`config.mk`:
```
export PLATFORM = sky130hd
export DESIGN_NAME = result_bcd_converter
export DESIGN_NICKNAME = d
export VERILOG_FILES = /design/src/rtl/result_bcd_converter_pkg.sv /design/src/rtl/result_bcd_converter_dabble_digit.sv /design/src/rtl/result_bcd_converter.sv
export SDC_FILE = /design/constraint.sdc
export NUM_CORES = 1
export LEC_CHECK = 0
export CAP_MARGIN = 40
export CORE_AREA = 4 4 220 115
export CTS_BUF_LIST = sky130_fd_sc_hd__clkbuf_4
export DETAILED_ROUTE_END_ITERATION = 16
export DIE_AREA = 0 0 224 119
export GPL_TIMING_DRIVEN = 0
export PLACE_DENSITY = 0.64
export SLEW_MARGIN = 30
export SYNTH_ARGS = -nofsm -noshare
export SYNTH_HDL_FRONTEND = slang
export SYNTH_HIERARCHICAL = 1
export SYNTH_SLANG_ARGS = --single-unit
```
`constraint.sdc`:
```
create_clock -name clk -period 4.6 [get_ports clk]
set_input_delay 0.46 -clock clk [delete_from_list [all_inputs] [get_ports clk]]
set_output_delay 0.46 -clock clk [all_outputs]
set_load 0.01 [all_outputs]
```
`src/rtl/result_bcd_converter_pkg.sv`:
```
// -----------------------------------------------------------------------------
// result_bcd_converter_pkg
// Purpose : Shared definitions for the binary-to-BCD result converter and the
//           display paging logic downstream of it: FSM state encoding, BCD
//           digit width, default digit counts and the double-dabble cell rule.
// Ports   : none (package)
// -----------------------------------------------------------------------------
package result_bcd_converter_pkg;

    localparam int BCD_W            = 4;   // bits per BCD digit
    localparam int IN_WIDTH_DEF     = 32;  // default binary input width
    localparam int NUM_DIGITS_DEF   = 10;  // 10 digits cover 2^32-1
    localparam int DISP_DIGITS_DEF  = 8;   // digits across the two display pages

    typedef enum logic [1:0] {
        ST_IDLE  = 2'd0,
        ST_LOAD  = 2'd1,
        ST_SHIFT = 2'd2,
        ST_DONE  = 2'd3
    } conv_state_t;

    // Double-dabble correction: a digit of 5..9 would become >=10 after the
    // next left shift, so pre-add 3 so the shift carries into the next digit.
    function automatic logic [BCD_W-1:0] add3_if_ge5(input logic [BCD_W-1:0] d);
        return (d >= BCD_W'(5)) ? (d + BCD_W'(3)) : d;
    endfunction

endpackage

```
`src/rtl/result_bcd_converter_dabble_digit.sv`:
```
// -----------------------------------------------------------------------------
// result_bcd_converter_dabble_digit
// Purpose : Combinational add-3-if-at-least-5 cell for one BCD digit of the
//           shift-and-add-3 converter.
// Ports   : digit_i  in   BCD_W   current scratch digit
//           digit_o  out  BCD_W   corrected digit, ready to be shifted left
// -----------------------------------------------------------------------------
module result_bcd_converter_dabble_digit
    import result_bcd_converter_pkg::*;
(
    input  logic [BCD_W-1:0] digit_i,
    output logic [BCD_W-1:0] digit_o
);

    assign digit_o = add3_if_ge5(digit_i);

endmodule

```
`src/rtl/result_bcd_converter.sv`:
```
// -----------------------------------------------------------------------------
// result_bcd_converter
// Purpose : Sequential binary-to-BCD converter (shift-and-add-3, one bit per
//           clock) feeding the display. Converts the arithmetic result into
//           NUM_DIGITS decimal digits and reports sign, significant digit
//           count and overflow beyond DISP_DIGITS digits.
//           Handshake: start accepted in IDLE/DONE, busy during LOAD/SHIFT,
//           one-cycle done pulse. Outputs are held between conversions.
// Ports   : clk          in   1                 system clock
//           reset        in   1                 synchronous, active-high reset
//           start        in   1                 request conversion of bin_in
//           signed_mode  in   1                 1: bin_in is two's complement
//           bin_in       in   IN_WIDTH          value, captured on accept edge
//           busy         out  1                 high in LOAD and SHIFT
//           done         out  1                 one-cycle pulse, results valid
//           bcd_out      out  BCD_W*NUM_DIGITS  packed BCD magnitude, ones in [3:0]
//           negative     out  1                 result negative (nonzero only)
//           overflow     out  1                 magnitude exceeds DISP_DIGITS digits
//           digit_count  out  4                 significant digits, 1..NUM_DIGITS
// -----------------------------------------------------------------------------
module result_bcd_converter
    import result_bcd_converter_pkg::*;
#(
    parameter int IN_WIDTH    = IN_WIDTH_DEF,
    parameter int NUM_DIGITS  = NUM_DIGITS_DEF,
    parameter int DISP_DIGITS = DISP_DIGITS_DEF
)
(
    input  logic                          clk,
    input  logic                          reset,
    input  logic                          start,
    input  logic                          signed_mode,
    input  logic [IN_WIDTH-1:0]           bin_in,
    output logic                          busy,
    output logic                          done,
    output logic [BCD_W*NUM_DIGITS-1:0]   bcd_out,
    output logic                          negative,
    output logic                          overflow,
    output logic [3:0]                    digit_count
);

    localparam int CNT_W   = (IN_WIDTH > 1) ? $clog2(IN_WIDTH) : 1;
    localparam int BCD_TOT = BCD_W * NUM_DIGITS;

    // ------------------------------------------------------------------
    // State and registered outputs
    // ------------------------------------------------------------------
    conv_state_t            state_q;
    logic [IN_WIDTH-1:0]    bin_q;        // operand captured on accept
    logic                   smode_q;
    logic                   sign_q;
    logic [IN_WIDTH-1:0]    mag_q;        // magnitude, shifted out MSB first
    logic [BCD_TOT-1:0]     scratch_q;    // BCD accumulator
    logic                   lost_q;       // a BCD bit fell off the top digit
    logic [CNT_W-1:0]       cnt_q;
    logic                   busy_q;
    logic                   done_q;
    logic [BCD_TOT-1:0]     bcd_q;
    logic                   neg_q;
    logic                   ovf_q;
    logic [3:0]             count_q;

    // ------------------------------------------------------------------
    // Combinational datapath
    // ------------------------------------------------------------------
    logic [BCD_TOT-1:0]     adj_d;        // scratch after add-3 correction
    logic [BCD_TOT-1:0]     scratch_d;    // scratch after shift
    logic                   carry_d;      // bit shifted out of the top digit
    logic [IN_WIDTH-1:0]    mag_d;
    logic [NUM_DIGITS-1:0]  digit_nz_d;
    logic                   ovf_d;
    logic [3:0]             count_d;
    logic                   load_sign_d;
    logic [IN_WIDTH-1:0]    load_mag_d;
    logic                   accept_d;

    genvar gi;
    generate
        for (gi = 0; gi < NUM_DIGITS; gi++) begin : g_digit
            result_bcd_converter_dabble_digit u_dabble (
                .digit_i (scratch_q[gi*BCD_W +: BCD_W]),
                .digit_o (adj_d[gi*BCD_W +: BCD_W])
            );
            assign digit_nz_d[gi] = |scratch_q[gi*BCD_W +: BCD_W];
        end
    endgenerate

    // Corrected digits and magnitude shift left together as one long register.
    assign {carry_d, scratch_d} = {adj_d, mag_q[IN_WIDTH-1]};
    assign mag_d                = {mag_q[IN_WIDTH-2:0], 1'b0};

    // Sign and magnitude of the captured operand. Negating the most negative
    // value wraps to itself, which read as unsigned is the correct magnitude.
    assign load_sign_d = smode_q & bin_q[IN_WIDTH-1];
    assign load_mag_d  = load_sign_d ? (~bin_q + IN_WIDTH'(1)) : bin_q;

    generate
        if (NUM_DIGITS > DISP_DIGITS) begin : g_ovf
            assign ovf_d = (|digit_nz_d[NUM_DIGITS-1:DISP_DIGITS]) | lost_q;
        end else begin : g_no_ovf
            assign ovf_d = lost_q;
        end
    endgenerate

    // Highest nonzero digit wins; all-zero still shows a single "0".
    always_comb begin
        count_d = 4'd1;
        for (int i = 0; i < NUM_DIGITS; i++) begin
            if (digit_nz_d[i]) begin
                count_d = 4'(i + 1);
            end
        end
    end

    assign accept_d = start && ((state_q == ST_IDLE) || (state_q == ST_DONE));

    // ------------------------------------------------------------------
    // FSM with registered outputs
    // ------------------------------------------------------------------
    always_ff @(posedge clk) begin
        if (reset) begin
            state_q   <= ST_IDLE;
            bin_q     <= '0;
            smode_q   <= 1'b0;
            sign_q    <= 1'b0;
            mag_q     <= '0;
            scratch_q <= '0;
            lost_q    <= 1'b0;
            cnt_q     <= '0;
            busy_q    <= 1'b0;
            done_q    <= 1'b0;
            bcd_q     <= '0;
            neg_q     <= 1'b0;
            ovf_q     <= 1'b0;
            count_q   <= 4'd1;
        end else begin
            done_q <= 1'b0;
            case (state_q)
                ST_IDLE: begin
                    if (accept_d) begin
                        bin_q   <= bin_in;
                        smode_q <= signed_mode;
                        busy_q  <= 1'b1;
                        state_q <= ST_LOAD;
                    end
                end

                ST_LOAD: begin
                    sign_q    <= load_sign_d;
                    mag_q     <= load_mag_d;
                    scratch_q <= '0;
                    lost_q    <= 1'b0;
                    cnt_q     <= '0;
                    state_q   <= ST_SHIFT;
                end

                ST_SHIFT: begin
                    scratch_q <= scratch_d;
                    mag_q     <= mag_d;
                    lost_q    <= lost_q | carry_d;
                    cnt_q     <= cnt_q + CNT_W'(1);
                    if (cnt_q == CNT_W'(IN_WIDTH - 1)) begin
                        busy_q  <= 1'b0;
                        state_q <= ST_DONE;
                    end
                end

                ST_DONE: begin
                    done_q  <= 1'b1;
                    bcd_q   <= scratch_q;
                    // A zero magnitude is never shown as negative.
                    neg_q   <= sign_q & (|digit_nz_d);
                    ovf_q   <= ovf_d;
                    count_q <= count_d;
                    if (accept_d) begin
                        bin_q   <= bin_in;
                        smode_q <= signed_mode;
                        busy_q  <= 1'b1;
                        state_q <= ST_LOAD;
                    end else begin
                        state_q <= ST_IDLE;
                    end
                end

                default: begin
                    busy_q  <= 1'b0;
                    state_q <= ST_IDLE;
                end
            endcase
        end
    end

    assign busy        = busy_q;
    assign done        = done_q;
    assign bcd_out     = bcd_q;
    assign negative    = neg_q;
    assign overflow    = ovf_q;
    assign digit_count = count_q;

endmodule

```
# Yosys cells after proc, flatten, opt, wreduce, memory -nomap -nowiden
# Index checks and enable logic that the tools add are counted.
# word_totals
reg_bits	162
inputBits	36
word_cells	100
out_inout_bits	48
# classes
bitwise	5
n_addsub	12
reduce_logical	20
muxes	32
eq_ne	7
magnitude_cmp	10
# ops
cell	n
one-hot mux 40 bit (2 select lines)	1
two-way mux 4 bit	18
one-hot mux 32 bit (2 select lines)	1
adder 4 x 2 -> 4 bit, second input constant	10
greater-or-equal comparator 4 x 3 -> 1 bit, second input constant	10
OR reduction 40 bit	1
OR reduction 4 bit	9
adder 32 x 1 -> 32 bit, second input constant	1
two-way mux 32 bit	1
NOT 32 bit	1
one-hot mux 5 bit (2 select lines)	1
one-hot mux 2 bit (4 select lines)	1
OR reduction 8 bit	1
two-way mux 2 bit	3
adder 5 x 1 -> 5 bit, second input constant	1
equality test 5 bit, second input constant	1
equality test 2 bit, second input constant	2
two-way mux 1 bit	4
!= test 2 bit, second input constant	2
one-hot mux 1 bit (2 select lines)	2
AND reduction 2 bit	2
nonzero test 2 bit	2
AND reduction 3 bit	1
bitwise AND 1 bit	2
other kinds (7)	8

# Logic depth before layout (Yosys ltp)
# Gate-level depths: netlist of the first run.
# depth
word_depth	10
ltp_mapped	8
depth_no_buf	8

# By module
# Netlist of the first run, hierarchy kept.
# modules_own_cells
module	seq_area_each_um2	cells_per_inst	instances	area_each_um2
result_bcd_converter	3243.1	843	1	7048.0
result_bcd_converter_dabble_digit	0.0	16	10	101.3

# Least setup slack after synthesis of the first run
# OpenSTA, ideal clock, no wires.
# synth_path
path_kind	register to register
start	reg state_q[0]
end	reg mag_q[20]
setup_ns	0.076
t_arrival_ns	1.846
required_ns	4.524
period_less_slack_ns	1.921
slack_ns	2.679
n_path_buf	3
stages_incl_launch_ff	8
path_cell_list	dfxtp_1 -> inv_1 -> ha_1 -> clkbuf_1 -> clkbuf_1 -> clkbuf_1 -> a31oi_1 -> o22ai_1
# synth_via
elab_chain_cells	2
elab_cells_between_ends	4
classes_between	2 x eq/ne; 1 x mux; 1 x reduce/logical
# synth_rtl
element	line_no	source
from (decl)	result_bcd_converter.sv:48	conv_state_t state_q;
from (signal assigned)	result_bcd_converter.sv:122	state_q <= ST_IDLE;
from (signal assigned)	result_bcd_converter.sv:144	state_q <= ST_LOAD;
from (signal assigned)	result_bcd_converter.sv:154	state_q <= ST_SHIFT;
equality test 2 bit or equality test 2 x 1 -> 1 bit (tied branches)	result_bcd_converter.sv:138	case (state_q)
one-hot mux 32 bit (2 select lines) or nonzero test 2 bit (tied branches)	n/a	
to (signal assigned)	result_bcd_converter.sv:150	mag_q <= load_mag_d;
to (signal assigned)	result_bcd_converter.sv:159	mag_q <= mag_d;
to (decl)	result_bcd_converter.sv:52	logic [IN_WIDTH-1:0] mag_q;
# Several ways; a longest one is shown, not always the timed one.
# A chain may end at the register's enable or synchronous reset.

# Worst setup path after layout of the first run
# layout_path
start	reg state_q[1]
end	reg scratch_q[0]
# layout_via
elab_chain_cells	2
elab_cells_between_ends	4
classes_between	2 x eq/ne; 1 x mux; 1 x reduce/logical
# layout_rtl
element	line_no	source
equality test 2 bit or equality test 2 x 1 -> 1 bit (tied branches)	result_bcd_converter.sv:138	
one-hot mux 40 bit (2 select lines) or nonzero test 2 bit (tied branches)	n/a	
to (signal assigned)	result_bcd_converter.sv:158	scratch_q <= scratch_d;
to (decl)	result_bcd_converter.sv:53	logic [BCD_TOT-1:0] scratch_q;
# Several ways; a longest one is shown, not always the timed one.

==> summary.md, run 1 <==
| Metric | Value |
|---|---|
| Hold Fails Final Rpt | `0` |
| Synth top area share | `40.2%` |
| Die X | `approximately 220 um` |
| Antenna violations before repair | `0` |
| Hold Path Class | `in2reg` |
| Sequential share of the synthesized area | `40.2%` |
| Via-to-Cell Ratio | `roughly 5.0` |
| Period utilization | `59.2%` |
| Core outline area | `between 0.02 and 0.025 mm2` |
| CTS tree | `yes` |
| Worst-path clk slew | `between 0.15 and 0.2 ns` |
| Critical path endpoint category | `flop` |
| Ys async rst share | `0%` |
| Flop2flop setup slack | `1.88 ns` |
| WHS Path Cells | `3` |
| Pwr Density | `approximately 380 mW/mm2` |
| Critical path required time | `5.13 ns` |
| CP Launch Type | `flop` |
| Top post-synthesis cells by count | `dfxtp_1 (162), nand2_1 (126), nor2_1 (120), a21oi_1 (102), nor2b_1 (67)` |
| Clock power frac | `21.3%` |
| PortBufs | `83` |
| Die Y | `between 100 and 150 um` |
| Synth Flop Type | `dfxtp_1` |
| Post-CTS Hold Fix Bufs | `0` |
| Worst-Margin Slew | `~0.73 ns` |
| Starting density of the core | `approximately a third` |
| VDD IR max | `0.180 mV` |
| Hold Path End | `bin_q[14]` |
| Syn_area_per_cell | `8.04 um2` |
| Fillcell total | `about 2400` |
| P_sw | `approximately 1.5 mW` |
| Power Total | `3.65 mW` |
| Synth area leaders | `dfxtp_1 (40%), mux2i_1 (6.7%), a21oi_1 (6.3%), nand2_1 (5.9%), nor2_1 (5.6%)` |
| ANT cells | `0` |
| Drt first pass iters | `5` |
| Netlist cell types | `47` |
| Sequential Power Share | `between 40 and 50%` |
| First-pass GRT wire length | `~36000 um` |
| Yosys top cell by area | `dfxtp_1` |
| Half-perimeter wire length after detailed placement | `between 15000 and 20000 um` |
| Fin nets | `roughly 1200` |
| Mapped cell area | `around 0.0081 mm2` |
| Arr. time, crit path | `approximately 3.3 ns` |
| CP Max Fanout | `10` |
| Post-synthesis register bit count | `between 150 and 200` |
| GP Congestion | `between 0.8 and 0.9` |
| Reg-to-reg critical path endpoint | `scratch_q[0]` |
| Final setup viols | `0` |
| Cts repair resizes | `0` |
| Clock root buffer | `clkbuf_4` |
| Via count | `between 7000 and 8000` |
| Synthesized net count | `1066` |
| H-tree Lvls | `4` |
| GRT overflow | `0` |
| Synth Warn # | `6` |
| Largest net degree at the start of global routing | `17` |
| CP Class | `reg2reg` |
| Routed WL per cell | `15.3 um` |
| Unrepaired setup endpoints after global routing | `no` |
| Cell internal pwr | `2.15 mW` |
| Row count | `40` |
| GRT Total Usage | `about 17%` |
| Drt drc | `0` |
| Area occupied by registers | `0.00324 mm2` |
| Final WL | `between 20000 and 25000 um` |
| Most common cell in the netlist | `dfxtp_1` |
| Worst-Skew Late Latency | `about 0.59 ns` |
| Max Cap Viol | `0` |
| CTS buffer count | `17` |
| Die area | `about 0.027 mm2` |
| Clock Tree Buf Depth | `2` |
| Synth-to-layout area growth | `18.1%` |
| Number of synthesized flops with an enable pin | `0` |
| Final TNS setup | `0 ns` |
| Slew HR | `51.1%` |
| Area of the multi-input gates | `approximately 0.0044 mm2` |
| Hold path start | `bin_in[14]` |
| I/O pins | `84` |
| ANT nets after route | `0` |
| CTS sink cnt | `~160` |
| Initial DRC count | `between 600 and 700` |
| Postcts setup bufs | `0` |
| Synthesized instance count | `1003` |
| Sw Share | `about 41%` |
| Status | `finished clean` |
| Slew Viols, Final | `0` |
| Comb pwr share | `approximately a third` |
| Number of global-route vias before repair | `6598` |
| Final min period | `approximately 2.7 ns` |
| Reg-to-Reg Start | `state_q[1]` |
| Fmax | `0.367 GHz` |
| Static Leak | `between 3 and 4 nW` |
| Skew final | `between 0.02 and 0.03 ns` |
| Worst r2r path cells | `7` |
| Share of cells above drive strength 1 | `between 5 and 6%` |
## layer usage
| metal | share of wire, % | global-route usage [%] |
|---|---|---|
| met5 | 0 | 0 |
| met2 | 38 | 21.5 |
| met1 | 55 | 26.6 |
| met4 | 1.1 | 3.58 |
| met3 | 6.8 | 4.33 |
## how the worst max path moves through the flow
stage	start	end	slack [ns]	cells after the start
6_report	state_q[1]	scratch_q[0]	1.88	7
5_1_grt	state_q[1]	mag_q[0]	1.66	7
4_1_cts	state_q[1]	scratch_q[0]	1.90	7
3_5_place_dp	reset	mag_q[2]	1.78	5
3_3_place_gp	reset	mag_q[2]	1.77	5
2_1_floorplan	state_q[0]	mag_q[20]	2.68	7
## sequential cells by signal, indices dropped and copies added, names as in the netlist
| name | flops |
|---|---|
| lost_q | 1 |
| digit_count | 4 |
| done | 1 |
| scratch_q | 40 |
| overflow | 1 |
| bcd_out | 40 |
| smode_q | 1 |
| negative | 1 |
| busy | 1 |
| bin_q | 32 |
| sign_q | 1 |
| state_q | 2 |
| cnt_q | 5 |
| mag_q | 32 |
## metrics by stage
step,instance area (um2),hold WS [ns],utilization (%),instances,setup WS (ns)
after detailed placement,9290,0.471,39.6,1401,1.78
after CTS,9520,0.345,40.6,1433,1.90
after global routing,9520,0.345,40.6,1433,1.66
final,9520,0.383,40.6,1433,1.88
after global placement,9290,0.466,39.6,1401,1.77
after floorplan,8060,0.447,-,1003,2.68
## worst max-delay path: stages (launching register included)
cell	delay [ns]
dfxtp_1	0.45
inv_1	0.11
ha_1	0.34
clkbuf_1	0.48
clkbuf_1	0.49
buf_1	0.49
nand3_1	0.15
a21oi_1	0.16
## placed cells by master (no fill, tap or decap), drive strengths merged, types with 29 or more instances in the layout
| master | n |
|---|---|
| nor2b | 67 |
| inv | 38 |
| a21oi | 112 |
| clkbuf | 69 |
| dfxtp | 162 |
| o21ai | 37 |
| clkdlybuf4s50 | 83 |
| nand2 | 126 |
| xnor2 | 29 |
| nor2 | 120 |
| a31oi | 37 |
| mux2i | 54 |
## layout make-up
cell class	count	area share (%)
Buffer	66	2.89
Clock buffer	17	1.34
Sequential cell	162	34.1
Inverter	34	1.34
Multi-Input combinational cell	741	46.4
Timing Repair Buffer	83	8.72
Tap cell	315	4.14
Clock inverter	15	1.16
## cell families (layout without fill, tap and decap cells)
| family | after synthesis | in the layout | synth area share (%) |
|---|---|---|---|
| xor+xnor | 36 | 36 | 3.91 |
| simple gates | 403 | 403 | 24.0 |
| fa+ha+maj | 27 | 27 | 4.19 |
| mux | 55 | 55 | 6.84 |
| buf+inv | 100 | 215 | 5.00 |
| flops | 162 | 162 | 40.2 |
| compound gates | 220 | 220 | 15.8 |
## power by group through the flow
stage	registers (mW)	clock network, mW	logic [mW]
6_report	1.64	0.777	1.23
5_1_grt	1.66	0.866	1.36
4_1_cts	1.64	0.809	1.21
3_5_place_dp	1.67	0	1.20
3_3_place_gp	1.67	0	1.19
2_1_floorplan	1.64	0	0.838
Power figures use the tool's default switching activity.
==> inputs of run 2 (changes only) <==
- clock period: 4.6 -> 2.7 ns (I/O delays scaled with it)
==> run 2 against run 1 <==
Compared with the run above:
- global-route usage stayed put
- register-to-register slack worse by 1.6 ns
- sequential power is 71% higher
- clock-buffer cell count stayed put
- flip-flop and latch count stayed put
- via count is 0.25% lower
- critical path type unchanged
==> summary.md, run 2 (synthesis results as in run 1) <==
| Metric | Value |
|---|---|
| Status | `finished clean` |
| Post-CTS Hold Fix Bufs | `0 (unchanged)` |
| ANT nets after route | `0 (unchanged)` |
| GP Congestion | `0.830 (unchanged)` |
| Period utilization | `91.6% (+32 points)` |
| Top Family by Delay on Critical Path | `buffers and inverters` |
| CP most frequent cell | `clkbuf_1` |
| Postcts setup bufs | `0 (unchanged)` |
| Die area | `0.0267 mm2 (unchanged)` |
| Starting density of the core | `34.3% (unchanged)` |
| First-pass GRT wire length | `35700 um (unchanged)` |
| Skew final | `0.0290 ns (+0.00293 ns)` |
| Via-to-Cell Ratio | `4.98 (-0.25%)` |
| Hold Path Class | `in2reg` |
| Via count | `7139 (-0.25%)` |
| Final TNS setup | `0 ns (unchanged)` |
| Met3 wire len | `1640 um (+11%)` |
| Clock root buffer | `clkbuf_4` |
| Clock Tree Buf Depth | `2 (unchanged)` |
| Share of cells above drive strength 1 | `5.46% (+0.36 points)` |
| CP Max Fanout | `10 (unchanged)` |
| Initial DRC count | `627 (+2.0%)` |
| Fin nets | `1168 (unchanged)` |
| CTS sink cnt | `162 (unchanged)` |
| Final setup viols | `0 (unchanged)` |
| CP Class | `reg2reg` |
| Die X | `224 um (unchanged)` |
| Most frequent cells in the layout | `dfxtp_1 (162), nand2_1 (126), nor2_1 (120)` |
| H-tree Lvls | `4 (unchanged)` |
| VDD IR max | `0.306 mV (+70%)` |
| Max Used Layer | `met4` |
| Worst-Skew Late Latency | `0.60 ns (about the same)` |
| GRT overflow | `0 (unchanged)` |
| Worst-Margin Slew | `0.738 ns (+0.0111 ns)` |
| I/O pins | `84 (unchanged)` |
| Synth-to-layout area growth | `18.2% (about the same)` |
| Fmax | `0.404 GHz (+10%)` |
| Slew Viols, Final | `0 (unchanged)` |
| Half-perimeter wire length after detailed placement | `16400 um (unchanged)` |
| Critical path's slowest cell | `dfxtp_1` |
| Hold Fails Final Rpt | `0 (unchanged)` |
| Core outline area | `0.0235 mm2 (unchanged)` |
| Final WL | `21900 um (about the same)` |
| Critical path required time | `3.15 ns (-1.98 ns)` |
| Commonest non-fill, non-tap cell in the layout | `dfxtp_1` |
| Row count | `40 (unchanged)` |
| WL met1 | `11800 um (-1.2%)` |
| Antenna violations before repair | `0 (unchanged)` |
| Worst-path clk slew | `0.16 ns (about the same)` |
| Die Y | `119 um (unchanged)` |
| PortBufs | `83 (unchanged)` |
| CTS tree | `yes` |
| Max Cap Viol | `0 (unchanged)` |
| Slew HR | `50.4% (-0.75 points)` |
| Metal2 WL | `8220 um (-0.12%)` |
| Unrepaired setup endpoints after global routing | `no` |
| Largest net degree at the start of global routing | `17 (unchanged)` |
| Static Leak | `3.45 nW (+0.38%)` |
| Final min period | `2.47 ns (-0.251 ns)` |
| Bufs and invs on worst path | `4 (unchanged)` |
| ANT cells | `0 (unchanged)` |
| Crit-path max cell delay | `0.45 ns (-0.04 ns)` |
| Hold slack | `0.189 ns (-0.194 ns)` |
| CP Launch Type | `flop` |
| Routed WL per cell | `15.3 um (about the same)` |
| Drt drc | `0 (unchanged)` |
| Drt first pass iters | `5 (unchanged)` |
| Number of global-route vias before repair | `6598 (unchanged)` |
| GRT Total Usage | `16.5% (unchanged)` |
| Fillcell total | `2392 (-0.084%)` |
| CP Cell Sequence | `inv_1 -> ha_1 -> nor2b_1 -> clkbuf_1 -> nand2b_1 -> clkbuf_1 -> clkbuf_1 -> o22ai_1` |
| Arr. time, crit path | `2.92 ns (-0.33 ns)` |
| Pwr Density | `653 mW/mm2 (+70%)` |
| CTS buffer count | `17 (unchanged)` |
| Critical path endpoint category | `flop` |
[run 2: cell count changes in the layout (fill, tap and decap cells not counted)]
cell,delta
clkbuf_1,-3
buf_2,+1
buf_1,-1
clkbuf_2,+3
[run 2: final timing paths]
check | startpoint | endpoint | slack [ns] | cells past startpoint
worst max-delay path | state_q[0] | mag_q[28] | 0.23 | 8
worst min-delay path | bin_in[14] | bin_q[14] | 0.19 | 3
worst max register to register | state_q[0] | mag_q[28] | 0.23 | 8
worst min register to register | mag_q[5] | mag_q[5] | 0.49 | 2
[run 2: power breakdown]
group	internal [mW]	switching, mW	leakage (nW)
combinational	0.700	1.40	2.02
sequential	2.60	0.199	1.31
clock	0.367	0.955	0.112
total	3.67	2.55	3.45
[run 2: timing repair]
action,CTS,global route
cloned,0,0
gates resized for setup,1,6
endpoints found under the setup margin,1,30
[run 2: final cells by class]
class / instances / area, um2 / area share, %
Inverter: 34 / 128 / 1.34
Sequential cell: 162 / 3240 / 34.0
Buffer: 66 / 280 / 2.94
Multi-Input combinational cell: 741 / 4420 / 46.3
Tap cell: 315 / 394 / 4.14
Clock buffer: 17 / 128 / 1.34
Clock inverter: 15 / 110 / 1.16
Timing Repair Buffer: 83 / 831 / 8.72
[run 2: through the flow]
stage	util [%]	worst slack [ns]	power, mW	std cells	instance area (um2)
after floorplan	-	0.779	4.23	1003	8060
after global placement	39.6	0.0478	4.87	1401	9290
after detailed placement	39.6	0.0252	4.90	1401	9290
after CTS	40.6	0.0325	6.24	1433	9530
after global routing	40.6	0.0100	6.63	1433	9530
final	40.6	0.228	6.22	1433	9530
[run 2: per-layer routing]
layer,vias up,GRT usage [%]
met3,19,4.33
met5,-,0
met1,3317,26.6
met4,0,3.58
met2,186,21.5
li1,3617,-
[run 2: tightest hold or removal path, cell delays in order]
cell	delay, ns
clkdlybuf4s50_1	0.39
nand2_1	0.05
a21oi_1	0.05
==> inputs of run 3 (changes only) <==
- PLACE_DENSITY: 0.64 -> default
- PLACE_DENSITY_LB_ADDON: default -> 0.2
==> run 3 against run 2 <==
Compared with the run above:
- cell count is 0.28% lower
- largest cell class unchanged
- combinational power is essentially flat
- via count fell by 2.5%
==> summary.md, run 3 (synthesis results as in run 1) <==
| Metric | Value |
|---|---|
| Starting density of the core | `34.3% (unchanged)` |
| Hold slack | `0.203 ns (+0.0147 ns)` |
| Commonest non-fill, non-tap cell in the layout | `dfxtp_1` |
| ANT nets after route | `0 (unchanged)` |
| Die X | `224 um (unchanged)` |
| Drt first pass iters | `5 (unchanged)` |
| Routed WL per cell | `15.4 um (+1.1%)` |
| Share of cells above drive strength 1 | `5.12% (-0.34 points)` |
| Via count | `6964 (-2.5%)` |
| Worst-Skew Late Latency | `0.60 ns (about the same)` |
| Most frequent cells in the layout | `dfxtp_1 (162), nand2_1 (126), nor2_1 (120)` |
| Row count | `40 (unchanged)` |
| CP Class | `reg2reg` |
| Hold Fails Final Rpt | `0 (unchanged)` |
| Fin nets | `1168 (unchanged)` |
| Power Total | `6.30 mW (+1.2%)` |
| Die area | `0.0267 mm2 (unchanged)` |
| Via-to-Cell Ratio | `4.87 (-2.2%)` |
| Clock root buffer | `clkbuf_4` |
| Drt drc | `0 (unchanged)` |
| GP Congestion | `0.821 (-1.2%)` |
| Unrepaired setup endpoints after global routing | `no` |
| CP Cell Sequence | `inv_1 -> ha_1 -> clkbuf_2 -> clkbuf_1 -> buf_2 -> o21ai_0 -> a21oi_1 -> nor2_1` |
| Slew HR | `47.9% (-2.5 points)` |
| VDD IR max | `0.259 mV (-15%)` |
| Pwr Density | `661 mW/mm2 (+1.2%)` |
| WHS Path Cells | `3 (unchanged)` |
| Critical path's slowest cell | `clkbuf_1` |
| Critical path required time | `3.17 ns (+0.02 ns)` |
| Critical path endpoint category | `flop` |
| Worst-path clk slew | `0.14 ns (-0.02 ns)` |
| Fillcell total | `2457 (+2.7%)` |
| Skew final | `0.0298 ns (+0.000786 ns)` |
| Hold Path End | `bin_q[11]` |
| Largest net degree at the start of global routing | `17 (unchanged)` |
| CP Launch Type | `flop` |
| Clock Tree Buf Depth | `2 (unchanged)` |
| Half-perimeter wire length after detailed placement | `16500 um (+0.31%)` |
| CTS sink cnt | `162 (unchanged)` |
| GRT overflow | `0 (unchanged)` |
| Synth-to-layout area growth | `18.2% (unchanged)` |
| Static Leak | `3.47 nW (+0.65%)` |
| Status | `finished clean` |
| Final WL | `22100 um (+0.79%)` |
| Die Y | `119 um (unchanged)` |
| Area of the multi-input gates | `0.00442 mm2 (unchanged)` |
| Arr. time, crit path | `2.90 ns (-0.02 ns)` |
| PortBufs | `83 (unchanged)` |
| ANT cells | `0 (unchanged)` |
| H-tree Lvls | `4 (unchanged)` |
| CP startpoint | `state_q[0]` |
| Hold path start | `bin_in[11]` |
| Period utilization | `90.1% (-1.5 points)` |
| Crit-path max cell delay | `0.45 ns (about the same)` |
| CTS tree | `yes` |
| Final setup viols | `0 (unchanged)` |
| CP Max Fanout | `10 (unchanged)` |
| Core outline area | `0.0235 mm2 (unchanged)` |
| Reg-to-reg critical path endpoint | `cnt_q[2]` |
| GRT Total Usage | `17.0% (+0.45 points)` |
| Reg-to-Reg Start | `state_q[0]` |
| Fmax | `0.411 GHz (+1.7%)` |
| Worst r2r path cells | `8 (unchanged)` |
| Post-CTS Hold Fix Bufs | `0 (unchanged)` |
| Number of global-route vias before repair | `6675 (+1.2%)` |
| CTS buffer count | `17 (unchanged)` |
| Final min period | `2.43 ns (-0.0402 ns)` |
| Worst-Margin Slew | `0.782 ns (+0.0439 ns)` |
| First-pass GRT wire length | `36300 um (+1.8%)` |
| Initial DRC count | `537 (-14%)` |
| Hold Path Class | `in2reg` |
| Antenna violations before repair | `0 (unchanged)` |
| Max Cap Viol | `0 (unchanged)` |
| Flop2flop setup slack | `0.27 ns (+0.04 ns)` |
| Area occupied by registers | `0.00324 mm2 (unchanged)` |
| I/O pins | `84 (unchanged)` |
| Slew Viols, Final | `0 (unchanged)` |
run 3: cell count changes in the layout (fill, tap and decap cells not counted):
cell        delta
bufinv_16      +2
clkinvlp_4     -5
clkbuf_4       +2
clkinv_1       +1
clkbuf_2       +1
inv_6          -4
clkinv_2       +2
clkinv_4       -2
clkbuf_1       -1
run 3: cell type report:
type / count / share of cell area [%]
clock inverter: 9 / 0.985
clock buffer: 19 / 1.50
inverter: 34 / 1.34
timing repair buffer: 83 / 8.72
multi-input combinational: 741 / 46.3
tap: 315 / 4.14
sequential: 162 / 34.0
buffer: 66 / 2.95
run 3: power breakdown:
group	internal [mW]	leakage (nW)	switching, mW	total [mW]
clock network	0.535	0.132	0.861	1.40
logic	0.701	2.03	1.40	2.10
registers	2.60	1.31	0.197	2.80
total	3.84	3.47	2.46	6.30
run 3: critical path, delay by kind of cell (launching register included):
kind	cells	cell delay [ns]
adders and majority gates	1	0.35
buffers and inverters	4	1.18
and+or+nand+nor	1	0.05
AOI/OAI and AO/OA	2	0.28
DFF	1	0.44
run 3: how the worst max path moves through the flow:
stage	endpoint	slack, ns	depth (start not counted)
3_5_place_dp	scratch_q[0]	-0.06	7
4_1_cts	cnt_q[2]	0.05	8
6_report	cnt_q[2]	0.27	8
2_1_floorplan	mag_q[20]	0.78	7
3_3_place_gp	scratch_q[0]	-0.07	7
5_1_grt	cnt_q[2]	0.10	8
run 3: metrics by stage:
stage	std cells	cell area (um2)	utilization, %	setup slack (ns)	setup TNS [ns]
after floorplan	1003	8060	-	0.779	0
after global placement	1401	9290	39.6	-0.0689	-0.0918
after detailed placement	1401	9290	39.6	-0.0602	-0.0778
after CTS	1429	9530	40.6	0.0512	0
after global routing	1429	9530	40.6	0.101	0
final	1429	9530	40.6	0.268	0
run 3: layer usage:
metal | global-route usage [%] | wire length [um] | up-vias
li1 | - | - | 3624
met1 | 28.1 | 13100 | 3207
met2 | 21.3 | 7870 | 117
met3 | 3.89 | 877 | 16
met4 | 4.12 | 231 | 0
met5 | 0 | 0 | -
run 3: repair_timing:
item                       in CTS  in global routing
setup endpoints to repair      17                 34
pin swaps                       0                  0
gates resized for setup         2                  6
buffers inserted                0                  0
